==> src/rtl/sdram_arbiter.sv <==
`timescale 1ns/1ps
`default_nettype none
// ============================================================================
// Module   : sdram_arbiter
// Brief    : Shares the SDRAM controller command interface between two
//            requesters. Every access runs ACTIVATE -> READ/WRITE with
//            auto-precharge, and periodic AUTO REFRESH is inserted.
//            Build option SDRAM_ARBITER_FIXED_PRIORITY_EN: port 0 always wins
//            simultaneous requests (no round-robin pointer).
// Revision : 1.0 - initial release
// ============================================================================
module sdram_arbiter #(
    parameter logic [2:0]  CMD_ACTIVATE            = 3'b011,
    parameter logic [2:0]  CMD_READ                = 3'b101,
    parameter logic [2:0]  CMD_WRITE               = 3'b100,
    parameter logic [2:0]  CMD_REFRESH             = 3'b001,
    parameter int unsigned ACTIVATE_WAIT_CYCLES    = 2,
    parameter int unsigned READ_LATENCY_CYCLES     = 4,
    parameter int unsigned RECOVERY_CYCLES         = 3,
    parameter int unsigned REFRESH_INTERVAL_CYCLES = 300
) (
    input  logic        clk,
    input  logic        rst_n,
    input  logic        p0_req,
    input  logic        p0_write,
    input  logic [20:0] p0_address,
    input  logic [31:0] p0_data,
    input  logic [3:0]  p0_dqm,
    output logic [31:0] p0_rd_data,
    output logic        p0_done,
    input  logic        p1_req,
    input  logic        p1_write,
    input  logic [20:0] p1_address,
    input  logic [31:0] p1_data,
    input  logic [3:0]  p1_dqm,
    output logic [31:0] p1_rd_data,
    output logic        p1_done,
    input  logic        O_sdrc_init_done,
    input  logic        O_sdrc_cmd_ack,
    input  logic [31:0] O_sdrc_data,
    output logic        I_sdrc_cmd_en,
    output logic [2:0]  I_sdrc_cmd,
    output logic        I_sdrc_precharge_ctrl,
    output logic [20:0] I_sdrc_addr,
    output logic [3:0]  I_sdrc_dqm,
    output logic [31:0] I_sdrc_data,
    output logic [7:0]  I_sdrc_data_len,
    output logic        I_sdram_power_down,
    output logic        I_sdram_selfrefresh,
    output logic        busy
);

    localparam logic [3:0] c_st_wait_init = 4'd0;
    localparam logic [3:0] c_st_idle      = 4'd1;
    localparam logic [3:0] c_st_activate  = 4'd2;
    localparam logic [3:0] c_st_act_wait  = 4'd3;
    localparam logic [3:0] c_st_access    = 4'd4;
    localparam logic [3:0] c_st_read_wait = 4'd5;
    localparam logic [3:0] c_st_recover   = 4'd6;
    localparam logic [3:0] c_st_refresh   = 4'd7;

    localparam int unsigned c_ref_w = $clog2(REFRESH_INTERVAL_CYCLES);
    localparam logic [c_ref_w-1:0] c_ref_last = c_ref_w'(REFRESH_INTERVAL_CYCLES - 1);
    localparam logic [3:0] c_act_last = 4'(ACTIVATE_WAIT_CYCLES - 1);
    localparam logic [3:0] c_rd_last  = 4'(READ_LATENCY_CYCLES - 1);
    localparam logic [3:0] c_rec_last = 4'(RECOVERY_CYCLES - 1);

    logic [3:0]         r_state;
    logic [3:0]         r_wait_cnt;
    logic [c_ref_w-1:0] r_ref_cnt;
    logic               r_ref_run;
    logic               r_ref_pending;

    logic               r_port;
    logic               r_write;
    logic [20:0]        r_addr;
    logic [31:0]        r_wdata;
    logic [3:0]         r_wdqm;

    logic               r_cmd_en;
    logic [2:0]         r_cmd;
    logic               r_prech;
    logic [20:0]        r_addr_out;
    logic [3:0]         r_dqm_out;
    logic [31:0]        r_data_out;
    logic [31:0]        r_p0_rd;
    logic [31:0]        r_p1_rd;
    logic               r_p0_done;
    logic               r_p1_done;
    logic               r_busy;

    logic               w_grant_port;

`ifdef SDRAM_ARBITER_FIXED_PRIORITY_EN
    assign w_grant_port = !p0_req;
`else
    // r_rr_next names the port that wins the next simultaneous request
    logic               r_rr_next;
    assign w_grant_port = (p0_req && p1_req) ? r_rr_next : p1_req;
`endif

    always_ff @(posedge clk) begin
        if (!rst_n) begin
            r_state       <= c_st_wait_init;
            r_wait_cnt    <= 4'd0;
            r_ref_cnt     <= '0;
            r_ref_run     <= 1'b0;
            r_ref_pending <= 1'b0;
            r_port        <= 1'b0;
            r_write       <= 1'b0;
            r_addr        <= 21'd0;
            r_wdata       <= 32'd0;
            r_wdqm        <= 4'd0;
            r_cmd_en      <= 1'b0;
            r_cmd         <= 3'd0;
            r_prech       <= 1'b0;
            r_addr_out    <= 21'd0;
            r_dqm_out     <= 4'd0;
            r_data_out    <= 32'd0;
            r_p0_rd       <= 32'd0;
            r_p1_rd       <= 32'd0;
            r_p0_done     <= 1'b0;
            r_p1_done     <= 1'b0;
            r_busy        <= 1'b0;
`ifndef SDRAM_ARBITER_FIXED_PRIORITY_EN
            r_rr_next     <= 1'b0;
`endif
        end else begin
            r_p0_done <= 1'b0;
            r_p1_done <= 1'b0;

            case (r_state)
                c_st_wait_init: begin
                    r_busy <= !O_sdrc_init_done;
                    if (O_sdrc_init_done) begin
                        r_state <= c_st_idle;
                    end
                end

                c_st_idle: begin
                    if (r_ref_pending) begin
                        r_state    <= c_st_refresh;
                        r_cmd_en   <= 1'b1;
                        r_cmd      <= CMD_REFRESH;
                        r_addr_out <= 21'd0;
                        r_busy     <= 1'b1;
                    end else if (p0_req || p1_req) begin
                        r_state    <= c_st_activate;
                        r_port     <= w_grant_port;
                        r_write    <= w_grant_port ? p1_write   : p0_write;
                        r_addr     <= w_grant_port ? p1_address : p0_address;
                        r_wdata    <= w_grant_port ? p1_data    : p0_data;
                        r_wdqm     <= w_grant_port ? p1_dqm     : p0_dqm;
                        r_cmd_en   <= 1'b1;
                        r_cmd      <= CMD_ACTIVATE;
                        r_addr_out <= w_grant_port ? p1_address : p0_address;
                        r_busy     <= 1'b1;
                    end
                end

                c_st_activate: begin
                    if (O_sdrc_cmd_ack) begin
                        r_cmd_en   <= 1'b0;
                        r_wait_cnt <= 4'd0;
                        r_state    <= c_st_act_wait;
                    end
                end

                c_st_act_wait: begin
                    if (r_wait_cnt == c_act_last) begin
                        r_state    <= c_st_access;
                        r_cmd_en   <= 1'b1;
                        r_cmd      <= r_write ? CMD_WRITE : CMD_READ;
                        r_prech    <= 1'b1;
                        r_addr_out <= r_addr;
                        r_dqm_out  <= r_write ? r_wdqm  : 4'd0;
                        r_data_out <= r_write ? r_wdata : 32'd0;
                    end else begin
                        r_wait_cnt <= r_wait_cnt + 4'd1;
                    end
                end

                c_st_access: begin
                    if (O_sdrc_cmd_ack) begin
                        r_cmd_en   <= 1'b0;
                        r_prech    <= 1'b0;
                        r_dqm_out  <= 4'd0;
                        r_data_out <= 32'd0;
                        r_wait_cnt <= 4'd0;
                        if (r_write) begin
                            r_state   <= c_st_recover;
                            r_p0_done <= !r_port;
                            r_p1_done <= r_port;
`ifndef SDRAM_ARBITER_FIXED_PRIORITY_EN
                            r_rr_next <= !r_port;
`endif
                        end else begin
                            r_state <= c_st_read_wait;
                        end
                    end
                end

                c_st_read_wait: begin
                    if (r_wait_cnt == c_rd_last) begin
                        if (r_port) begin
                            r_p1_rd <= O_sdrc_data;
                        end else begin
                            r_p0_rd <= O_sdrc_data;
                        end
                        r_state    <= c_st_recover;
                        r_wait_cnt <= 4'd0;
                        r_p0_done  <= !r_port;
                        r_p1_done  <= r_port;
`ifndef SDRAM_ARBITER_FIXED_PRIORITY_EN
                        r_rr_next  <= !r_port;
`endif
                    end else begin
                        r_wait_cnt <= r_wait_cnt + 4'd1;
                    end
                end

                c_st_recover: begin
                    if (r_wait_cnt == c_rec_last) begin
                        r_state <= c_st_idle;
                        r_busy  <= 1'b0;
                    end else begin
                        r_wait_cnt <= r_wait_cnt + 4'd1;
                    end
                end

                c_st_refresh: begin
                    if (O_sdrc_cmd_ack) begin
                        r_cmd_en      <= 1'b0;
                        r_ref_pending <= 1'b0;
                        r_wait_cnt    <= 4'd0;
                        r_state       <= c_st_recover;
                    end
                end

                default: begin
                    r_state <= c_st_wait_init;
                end
            endcase

            // Placed after the FSM so a wrap coinciding with a refresh ack re-arms pending
            if (r_ref_run || O_sdrc_init_done) begin
                r_ref_run <= 1'b1;
                if (r_ref_cnt == c_ref_last) begin
                    r_ref_cnt     <= '0;
                    r_ref_pending <= 1'b1;
                end else begin
                    r_ref_cnt <= r_ref_cnt + 1'b1;
                end
            end
        end
    end

    assign I_sdrc_cmd_en         = r_cmd_en;
    assign I_sdrc_cmd            = r_cmd;
    assign I_sdrc_precharge_ctrl = r_prech;
    assign I_sdrc_addr           = r_addr_out;
    assign I_sdrc_dqm            = r_dqm_out;
    assign I_sdrc_data           = r_data_out;
    assign I_sdrc_data_len       = 8'd0;
    assign I_sdram_power_down    = 1'b0;
    assign I_sdram_selfrefresh   = 1'b0;
    assign p0_rd_data            = r_p0_rd;
    assign p1_rd_data            = r_p1_rd;
    assign p0_done               = r_p0_done;
    assign p1_done               = r_p1_done;
    assign busy                  = r_busy;

endmodule
`default_nettype wire
==> config.mk <==
export PLATFORM = sky130hd
export DESIGN_NAME = sdram_arbiter
export DESIGN_NICKNAME = d
export VERILOG_FILES = /design/src/rtl/sdram_arbiter.sv
export SDC_FILE = /design/constraint.sdc
export NUM_CORES = 1
export LEC_CHECK = 0
export ABC_AREA = 1
export BUFFER_PORTS_ARGS = -buffer_cell sky130_fd_sc_hd__clkbuf_2
export CAP_MARGIN = 20
export CELL_PAD_IN_SITES_DETAIL_PLACEMENT = 1
export CELL_PAD_IN_SITES_GLOBAL_PLACEMENT = 1
export CORE_AREA = 5 5 134 187
export DETAILED_ROUTE_END_ITERATION = 16
export DIE_AREA = 0 0 139 192
export PLACE_DENSITY_LB_ADDON = 0.2
export SLEW_MARGIN = 5
export SYNTH_ARGS = -nofsm -noshare
export SYNTH_HDL_FRONTEND = slang
export SYNTH_SLANG_ARGS = --single-unit
==> constraint.sdc <==
create_clock -name clk -period 4.65 [get_ports clk]
set_input_delay 0.2325 -clock clk [delete_from_list [all_inputs] [get_ports clk]]
set_output_delay 0.2325 -clock clk [all_outputs]
set_load 0.02 [all_outputs]
# Yosys cells after proc, flatten, opt, wreduce, memory -nomap -nowiden
# Cells that the tools add are included.
dict set report totals {
  word_cells 134
  out_inout_bits 139
  regBits 208
}
dict set report op_classes {
  n_mux 62
  n_reduce_logical 23
  addsub 2
  bitwise 2
  eq_ne 23
}
# operator n
set op_table {}
lappend op_table {{$mux 32} 4}
lappend op_table {{$mux 21} 4}
lappend op_table {{$mux 4} 16}
lappend op_table {{$pmux 32 s2} 1}
lappend op_table {{$pmux 21 s2} 1}
lappend op_table {{$pmux 4 s8} 1}
lappend op_table {{$mux 1} 21}
lappend op_table {{$ne 2x2->1 const B} 10}
lappend op_table {{$reduce_and 3->1} 6}
lappend op_table {{$eq 4x2->1 const B} 4}
lappend op_table {{$eq 4x3->1 const B} 4}
lappend op_table {{$pmux 4 s4} 1}
lappend op_table {{$reduce_and 4->1} 3}
lappend op_table {{$add 9x1->9 const B} 1}
lappend op_table {{$eq 9x9->1 const B} 1}
lappend op_table {{$mux 3} 3}
lappend op_table {{$mux 9} 1}
lappend op_table {{$eq 4x1->1 const B} 2}
lappend op_table {{$pmux 1 s2} 4}
lappend op_table {{$pmux 4 s2} 1}
lappend op_table {{$reduce_and 8->1} 1}
lappend op_table {{$pmux 1 s3} 2}
lappend op_table {{$pmux 3 s2} 1}
lappend op_table {{$reduce_bool 2->1} 3}
lappend op_table {{12 further kinds} 16}

# Depth between registers and ports, before layout
# Gate-level depths: netlist of run 1.
dict set report logic_depth {
  word_depth 6
  depth_mapped 12
  depth_no_buf 9
}

# Worst setup path before layout of run 1
# No wires, ideal clock.
dict set report synth_path {
  kind {flip-flop to flip-flop}
  from {reg r_state[1]}
  to {reg r_cmd_en (netlist: I_sdrc_cmd_en)}
  path_stages_with_launch 7
  path_slack_ps 3145
  arrival_ps 1390
  path_cell_list {dfxtp_1 -> buf_6 -> inv_4 -> fa_1 -> or2_2 -> a21oi_1 -> nor2_1}
}
dict set report synth_between {
  elab_chain_len 4
}
# element line_no
set synth_lines {}
lappend synth_lines {{start, declared} 68} ;# logic [3:0] r_state;
lappend synth_lines {{start signal, assigned} 104} ;# r_state <= c_st_wait_init;
lappend synth_lines {{start signal, assigned} 136} ;# r_state <= c_st_idle;
lappend synth_lines {{start signal, assigned} 142} ;# r_state <= c_st_refresh;
lappend synth_lines {{$eq 4x3->1 or $eq 4x2->1 (tied branches)} 132} ;# case (r_state)
lappend synth_lines {{$reduce_or 3->1 (no line)} n/a}
lappend synth_lines {{$ne 2x1->1 (no line) or $reduce_bool 3->1 (tied branches)} n/a}
lappend synth_lines {{$reduce_and 4->1 (no line)} n/a}
lappend synth_lines {{end signal, assigned} 143} ;# r_cmd_en <= 1'b1;
lappend synth_lines {{end signal, assigned} 154} ;# r_cmd_en <= 1'b1;
lappend synth_lines {{end signal, assigned} 163} ;# r_cmd_en <= 1'b0;
lappend synth_lines {{end, declared} 80} ;# logic r_cmd_en;
# Several ways; a longest one is shown, not always the timed one.
# A chain may end at the register's enable or synchronous reset.

# Final worst setup path of run 1
dict set report layout_path {
  from {reg r_state[2]}
  to {reg r_wdata[1]}
}
dict set report layout_between {
  elab_chain_len 2
}
# element line_no
set layout_lines {}
lappend layout_lines {{$eq 4x1->1} 132}
lappend layout_lines {{$reduce_and 3->1 (no line)} n/a}
lappend layout_lines {{end signal, assigned} 152} ;# r_wdata <= w_grant_port ? p1_data : p0_data;
lappend layout_lines {{end, declared} 77} ;# logic [31:0] r_wdata;
# Every way passes these cells.

==> results by group, run 1 <==
Run status
  – Status: completed

Floorplan
  – Site row count: 66
  – # IOs: roughly 290
  – Die area: 26700 um2
  – Die H: 192 um
  – Core Region: approximately 23000 um2
  – Chip width: 139 um
  – Initial core utilization: ~37%

Global route
  – Vias in the first global route: 9692
  – Total GRT Usage: between 20 and 25%
  – Met1 usage: 25.2%
  – Met3 Use GR: about 6.3%
  – Initial antenna violation count: 0
  – First-pass GRT wire length: slightly above 50 mm
  – Gr ovfl total: 0
  – Largest net degree at the start of global routing: 98
  – Routing usage on met2: between 40% and 50%
  – Busiest grt layer: met2

STA
  – Worst hold slack: about 0.0089 ns
  – Worst-Margin Slew: about 1.0 ns
  – Tmin final: 3.37 ns
  – F_max: roughly 300 MHz
  – Hold Fails Final Rpt: 0
  – Clock skew: ~0.021 ns
  – Slew margin rel.: ~33%
  – Final setup vio count: 0
  – Final Cycle Share: between 70 and 80%
  – Worst setup margin: roughly 1.3 ns
  – Fin Setup TNS: 0 ns
  – RSZ-0062 raised after global routing: no
  – Final-report max-slew violation count: 0

Placed design
  – I/O Buffers: 282
  – Placed Area: 10100 um2
  – Worst slack, placed: between 1.5 and 2 ns
  – Final HPWL DP: 21.0 mm
  – Placer Congestion: a little under 0.9

Synthesis
  – Ys async rst share: 0%
  – Synthesized area per cell: 7.37 um2
  – Count of cell types in the netlist: 33
  – Sequential share of the synthesized area: ~48%
  – Syn Inst Count: roughly 1200
  – Post-synth top area cell: dfxtp_1
  – YS warnings: 0
  – Post-synth EDFFs: 0
  – Yosys reg bits: around 210
  – Synth Cell Area: between 8000 and 9000 um2
  – Share of the synthesized area in the top cell type: approximately 48%
  – Top post-synthesis cells by area: dfxtp_1, nand2_1, nor2_1, nand3_1, o21ai_0
  – Dominant register cell in the synthesized netlist: dfxtp_1
  – Most numerous cell in the Yosys netlist: nand2_1
  – Synth top cells by count: nand2_1, dfxtp_1, nor2_1

Route
  – Via count: 9094
  – Routed length per instance: about 18 um
  – Drt drc: 0
  – Vias per inst: 5.02
  – Drt total wl: around 32 mm
  – Initial DRC count: between 300 and 400
  – Antenna-violating nets left: 0
  – Pre-Repair DR Iteration Count: 5

Clocking
  – Root buffer selected by CTS: clkbuf_16
  – Worst skew pair latency: approximately 0.5 ns
  – Sink Count: ~210
  – Reg clk slew, reported paths: ~0.06 ns
  – # Post-CTS Setup Buffers: 0
  – Hold_buf cts: 84
  – Clock Path Buffers: 3
  – CTS tree: yes
  – CTS resizes: 0
  – Inserted Clock Buffers: 22
  – Clock H-tree levels: 1

Pwr
  – Power Dens Cells: 438 nW/um2
  – VDD IR max: roughly 0.28 mV
  – Leakage: between 0.005 and 0.006 uW

Final layout
  – Cell area after layout: 11600 um2
  – Fin nets: about 1700
  – P&R area growth vs syn: 34.6%
  – Antenna fix cells: 0
  – Share of cells above drive strength 1: 23.4%

Worst setup path
  – CP Data Arrival Time: roughly 3.8 ns
  – Critical Path Fanout Max: 64
  – Worst R2R Setup Slack: 1.28 ns
  – Req. time, crit path: 5.03 ns
  – WS Path Type: flip-flop to flip-flop
  – Crit start category: flip-flop
  – Crit end category: flip-flop

Run
  – Number of max-cap violations: 0

Hold path
  – Hold crit path type: input pin to flip-flop
==> metrics by stage <==
stage | cells | util (%) | power, uW
floorplan | 1181 | - | 2960
global placement | 1692 | 43.5 | 3210
detailed placement | 1692 | 43.5 | 3250
CTS | 1812 | 50.2 | 5130
global route | 1813 | 50.3 | 5380
finish | 1813 | 50.3 | 5090
==> final timing paths <==
path | from | endpoint | cells past startpoint
max | r_state[2] | r_wdata[1] | 9
min reg2reg | I_sdrc_data[29] | I_sdrc_data[29] | 2
max reg2reg | r_state[2] | r_wdata[1] | 9
min | p1_data[16] | r_wdata[16] | 3
==> routing by layer <==
metal,part of all wire (%),wire length (um)
met2,51,16300
met3,7.1,2250
met5,0,0
met4,3.8,1200
met1,38,12100
==> final cells by class <==
class | instances | area (um2)
clock inverter | 7 | 85.1
timing repair buffer | 374 | 2330
clock buffer | 29 | 618
multi-input combinational | 831 | 3840
tap | 306 | 383
fill | 2978 | 11500
sequential | 207 | 4140
inverter | 59 | 225
==> report_power, final <==
part,switching [uW],internal [uW],total (uW)
Sequential,142,1980,2120
Combinational,760,459,1220
Clock,710,1040,1750
==> state kept, by name, summed over array words and instances (netlist names) <==
name                   cells
r_wait_cnt                 4
I_sdrc_addr               21
I_sdrc_precharge_ctrl      1
r_ref_run                  1
I_sdrc_dqm                 4
p1_done                    1
r_write                    1
I_sdrc_cmd                 3
r_port                     1
p1_rd_data                32
I_sdrc_cmd_en              1
r_wdqm                     4
p0_done                    1
I_sdrc_data               32
r_addr                    21
busy                       1
r_state                    3
r_ref_pending              1
r_ref_cnt                  9
r_rr_next                  1
r_wdata                   32
p0_rd_data                32
==> critical path, stage by stage (launching register included) <==
cell           delay (ns)
dfxtp_1              0.59
inv_1                0.23
nand2_4              0.16
nor2_8               0.05
nand3_4              0.18
clkinv_2             0.52
buf_4                0.52
o21ai_1              0.23
a31oi_1              0.08
dlygate4sd3_1        0.64
==> kinds of logic (layout without fill, tap and decap cells) <==
logic type,after synthesis,in the layout,synth area share [%]
fa+ha+maj,5,5,0.811
simple gates,566,566,27.6
buf+inv,143,469,8.03
compound gates,245,245,15.0
flops,207,207,48.0
xor+xnor,5,5,0.507
other cells,1,10,0.0434
==> cells in the final DEF, fill, tap and decap left out, types with 5 or more instances in the layout <==
| master | n |
|---|---|
| o21ai_1 | 36 |
| nand3_1 | 94 |
| dlygate4sd3_1 | 84 |
| clkinv_2 | 6 |
| nor3_1 | 10 |
| a31oi_1 | 38 |
| nor2_1 | 161 |
| nor2_4 | 6 |
| inv_1 | 52 |
| a21oi_1 | 79 |
| o21ai_0 | 86 |
| nand2_1 | 276 |
| xor2_1 | 5 |
| clkbuf_2 | 281 |
| nand2_2 | 9 |
| clkbuf_16 | 23 |
| dfxtp_1 | 207 |
| conb_1 | 10 |
| buf_4 | 8 |
| inv_2 | 5 |
Note: power is estimated with default switching activity, not from simulation.
==> run 2, diff against run 1 <==
- CORE_AREA: 5 5 134 187 -> 5 5 145 203
- DIE_AREA: 0 0 139 192 -> 0 0 150 208
- clock period: 4.65 -> 2.9 ns (I/O delays scaled with it)
==> results by group, run 2 (same netlist as run 1, synthesis figures left out) <==
Global route
  – Initial antenna violation count: 1
  – Gr ovfl total: 0
  – Total GRT Usage: roughly a fifth
  – Vias in the first global route: around 9800
  – Largest net degree at the start of global routing: 55
  – First-pass GRT wire length: just over 50 mm

STA
  – Worst hold slack: between 0.015 and 0.02 ns
  – Final Cycle Share: between 90 and 100%
  – Fin Setup TNS: 0 ns
  – Clock skew: between 0.008 and 0.009 ns
  – Tmin final: 2.70 ns
  – Final-report max-slew violation count: 0
  – F_max: between 300 and 400 MHz
  – Final setup vio count: 0
  – RSZ-0062 raised after global routing: no
  – Worst-Margin Slew: ~0.65 ns
  – Hold Fails Final Rpt: 0
  – Slew margin rel.: 56.7%

Route
  – Vias per inst: about 4.8
  – Pre-Repair DR Iteration Count: 4
  – Routed length per instance: around 17 um
  – Drt total wl: about 32 mm
  – Via count: 9120
  – Initial DRC count: slightly below 200
  – Antenna-violating nets left: 0
  – Drt drc: 0

Floorplan
  – Site row count: 72
  – Chip width: around 150 um
  – Die H: between 200 and 250 um
  – Core Region: ~27000 um2
  – # IOs: around 290
  – Die area: roughly 31000 um2
  – Initial core utilization: 31.5%

Pwr
  – Power Dens Cells: 705 nW/um2
  – Pint: approximately 6000 uW
  – Logic pwr share: between 20 and 25%
  – Sequential share of power: 40.0%
  – VDD IR max: 0.381 mV
  – Sw frac: a little under a third
  – Leakage: between 0.005 and 0.006 uW
  – Clock network power share: between 30% and 40%
  – Switching pwr: ~2600 uW

Placed design
  – Placer Congestion: approximately 0.82
  – I/O Buffers: around 280
  – Final HPWL DP: around 22 mm
  – Placed Area: 10200 um2

Hold path
  – Hold path cells: 3
  – Critical hold path startpoint: O_sdrc_init_done
  – WHS Endpoint: r_ref_run
  – Hold crit path type: input pin to flip-flop

Worst setup path
  – Worst R2R Setup Slack: ~0.20 ns
  – Critical Path Fanout Max: 27
  – CP Data Arrival Time: 3.14 ns
  – Crit start category: flip-flop
  – WS Path Type: flip-flop to flip-flop
  – Crit end category: flip-flop
  – Req. time, crit path: ~3.3 ns
  – R2r startpoint: r_state[2]
  – FF-to-FF path depth: 9
  – Reg-to-reg critical path endpoint: r_wdata[27]

Clocking
  – Clock Path Buffers: 3
  – Reg clk slew, reported paths: approximately 0.06 ns
  – Clock H-tree levels: 1
  – # Post-CTS Setup Buffers: 0
  – Sink Count: just over 200
  – Inserted Clock Buffers: 22
  – CTS tree: yes
  – Worst skew pair latency: 0.50 ns
  – Root buffer selected by CTS: clkbuf_16

Final layout
  – Share of cells above drive strength 1: between 20% and 30%
  – P&R area growth vs syn: 40.2%
  – Util after Layout: roughly 44%
  – Leading cell type in the layout, fill and taps excluded: clkbuf_2
  – Cell area after layout: between 10000 and 15000 um2
  – Commonest cells after routing, fill and taps aside: clkbuf_2, nand2_1, dfxtp_1
  – Fin nets: around 1700

Run
  – Number of max-cap violations: 0

Run status
  – Status: completed
==> run 2: per-layer routing <==
| layer | vias up | track usage, % | share of wire, % |
|---|---|---|---|
| li1 | 4516 | - | - |
| met1 | 4331 | 22.3 | 39 |
| met2 | 233 | 36.8 | 51 |
| met3 | 40 | 6.31 | 7.9 |
| met4 | 0 | 4.83 | 2.1 |
| met5 | - | 0 | 0 |
==> run 2: what timing repair did <==
item / CTS / global route
resized for setup: 0 / 2
setup endpoints to repair: 0 / 33
hold buffers: 110 / 0
endpoints found under the hold margin: 105 / 0
==> run 2: worst max path at each step <==
| stage | start | to | cells after the start |
|---|---|---|---|
| floorplan | r_state[1] | I_sdrc_cmd_en | 6 |
| global placement | r_state[2] | I_sdrc_data[22] | 6 |
| detailed placement | r_state[2] | I_sdrc_data[5] | 6 |
| CTS | r_state[2] | r_wdata[28] | 9 |
| global route | r_state[0] | r_wdata[11] | 8 |
| finish | r_state[2] | r_wdata[27] | 9 |
==> run 2: layout make-up <==
class	instances	area, um2
fill	3481	15300
timing repair buffer	405	2660
clock buffer	30	632
sequential	207	4140
multi-input combinational	831	3840
tap	370	463
antenna	1	2.50
inverter	59	229
clock inverter	8	144
==> run 2: critical path, cell delays in order, from the launching register on <==
cell and delay, ns:
dfxtp_1 0.45, inv_1 0.24, nand2_4 0.11, nor2_8 0.12
nand3_4 0.25, inv_6 0.28, buf_4 0.34, o21ai_1 0.10
a31oi_1 0.17, dlygate4sd3_1 0.57
==> run 2: metrics by stage <==
| stage | worst slack [ns] | cells | power, uW |
|---|---|---|---|
| after global routing | 0.0317 | 1911 | 9020 |
| after detailed placement | 0.435 | 1761 | 5260 |
| after global placement | 0.512 | 1761 | 5220 |
| final | 0.201 | 1911 | 8540 |
| after floorplan | 1.39 | 1181 | 4750 |
| after CTS | 0.0403 | 1909 | 8640 |
==> run 2: power groups by stage <==
stage	Sequential (uW)	Clock [uW]	Combinational (uW)
after floorplan	3480	0	1270
after global placement	3470	0	1750
after detailed placement	3470	0	1790
after CTS	3410	3140	2080
after global routing	3460	3250	2320
final	3410	3050	2070
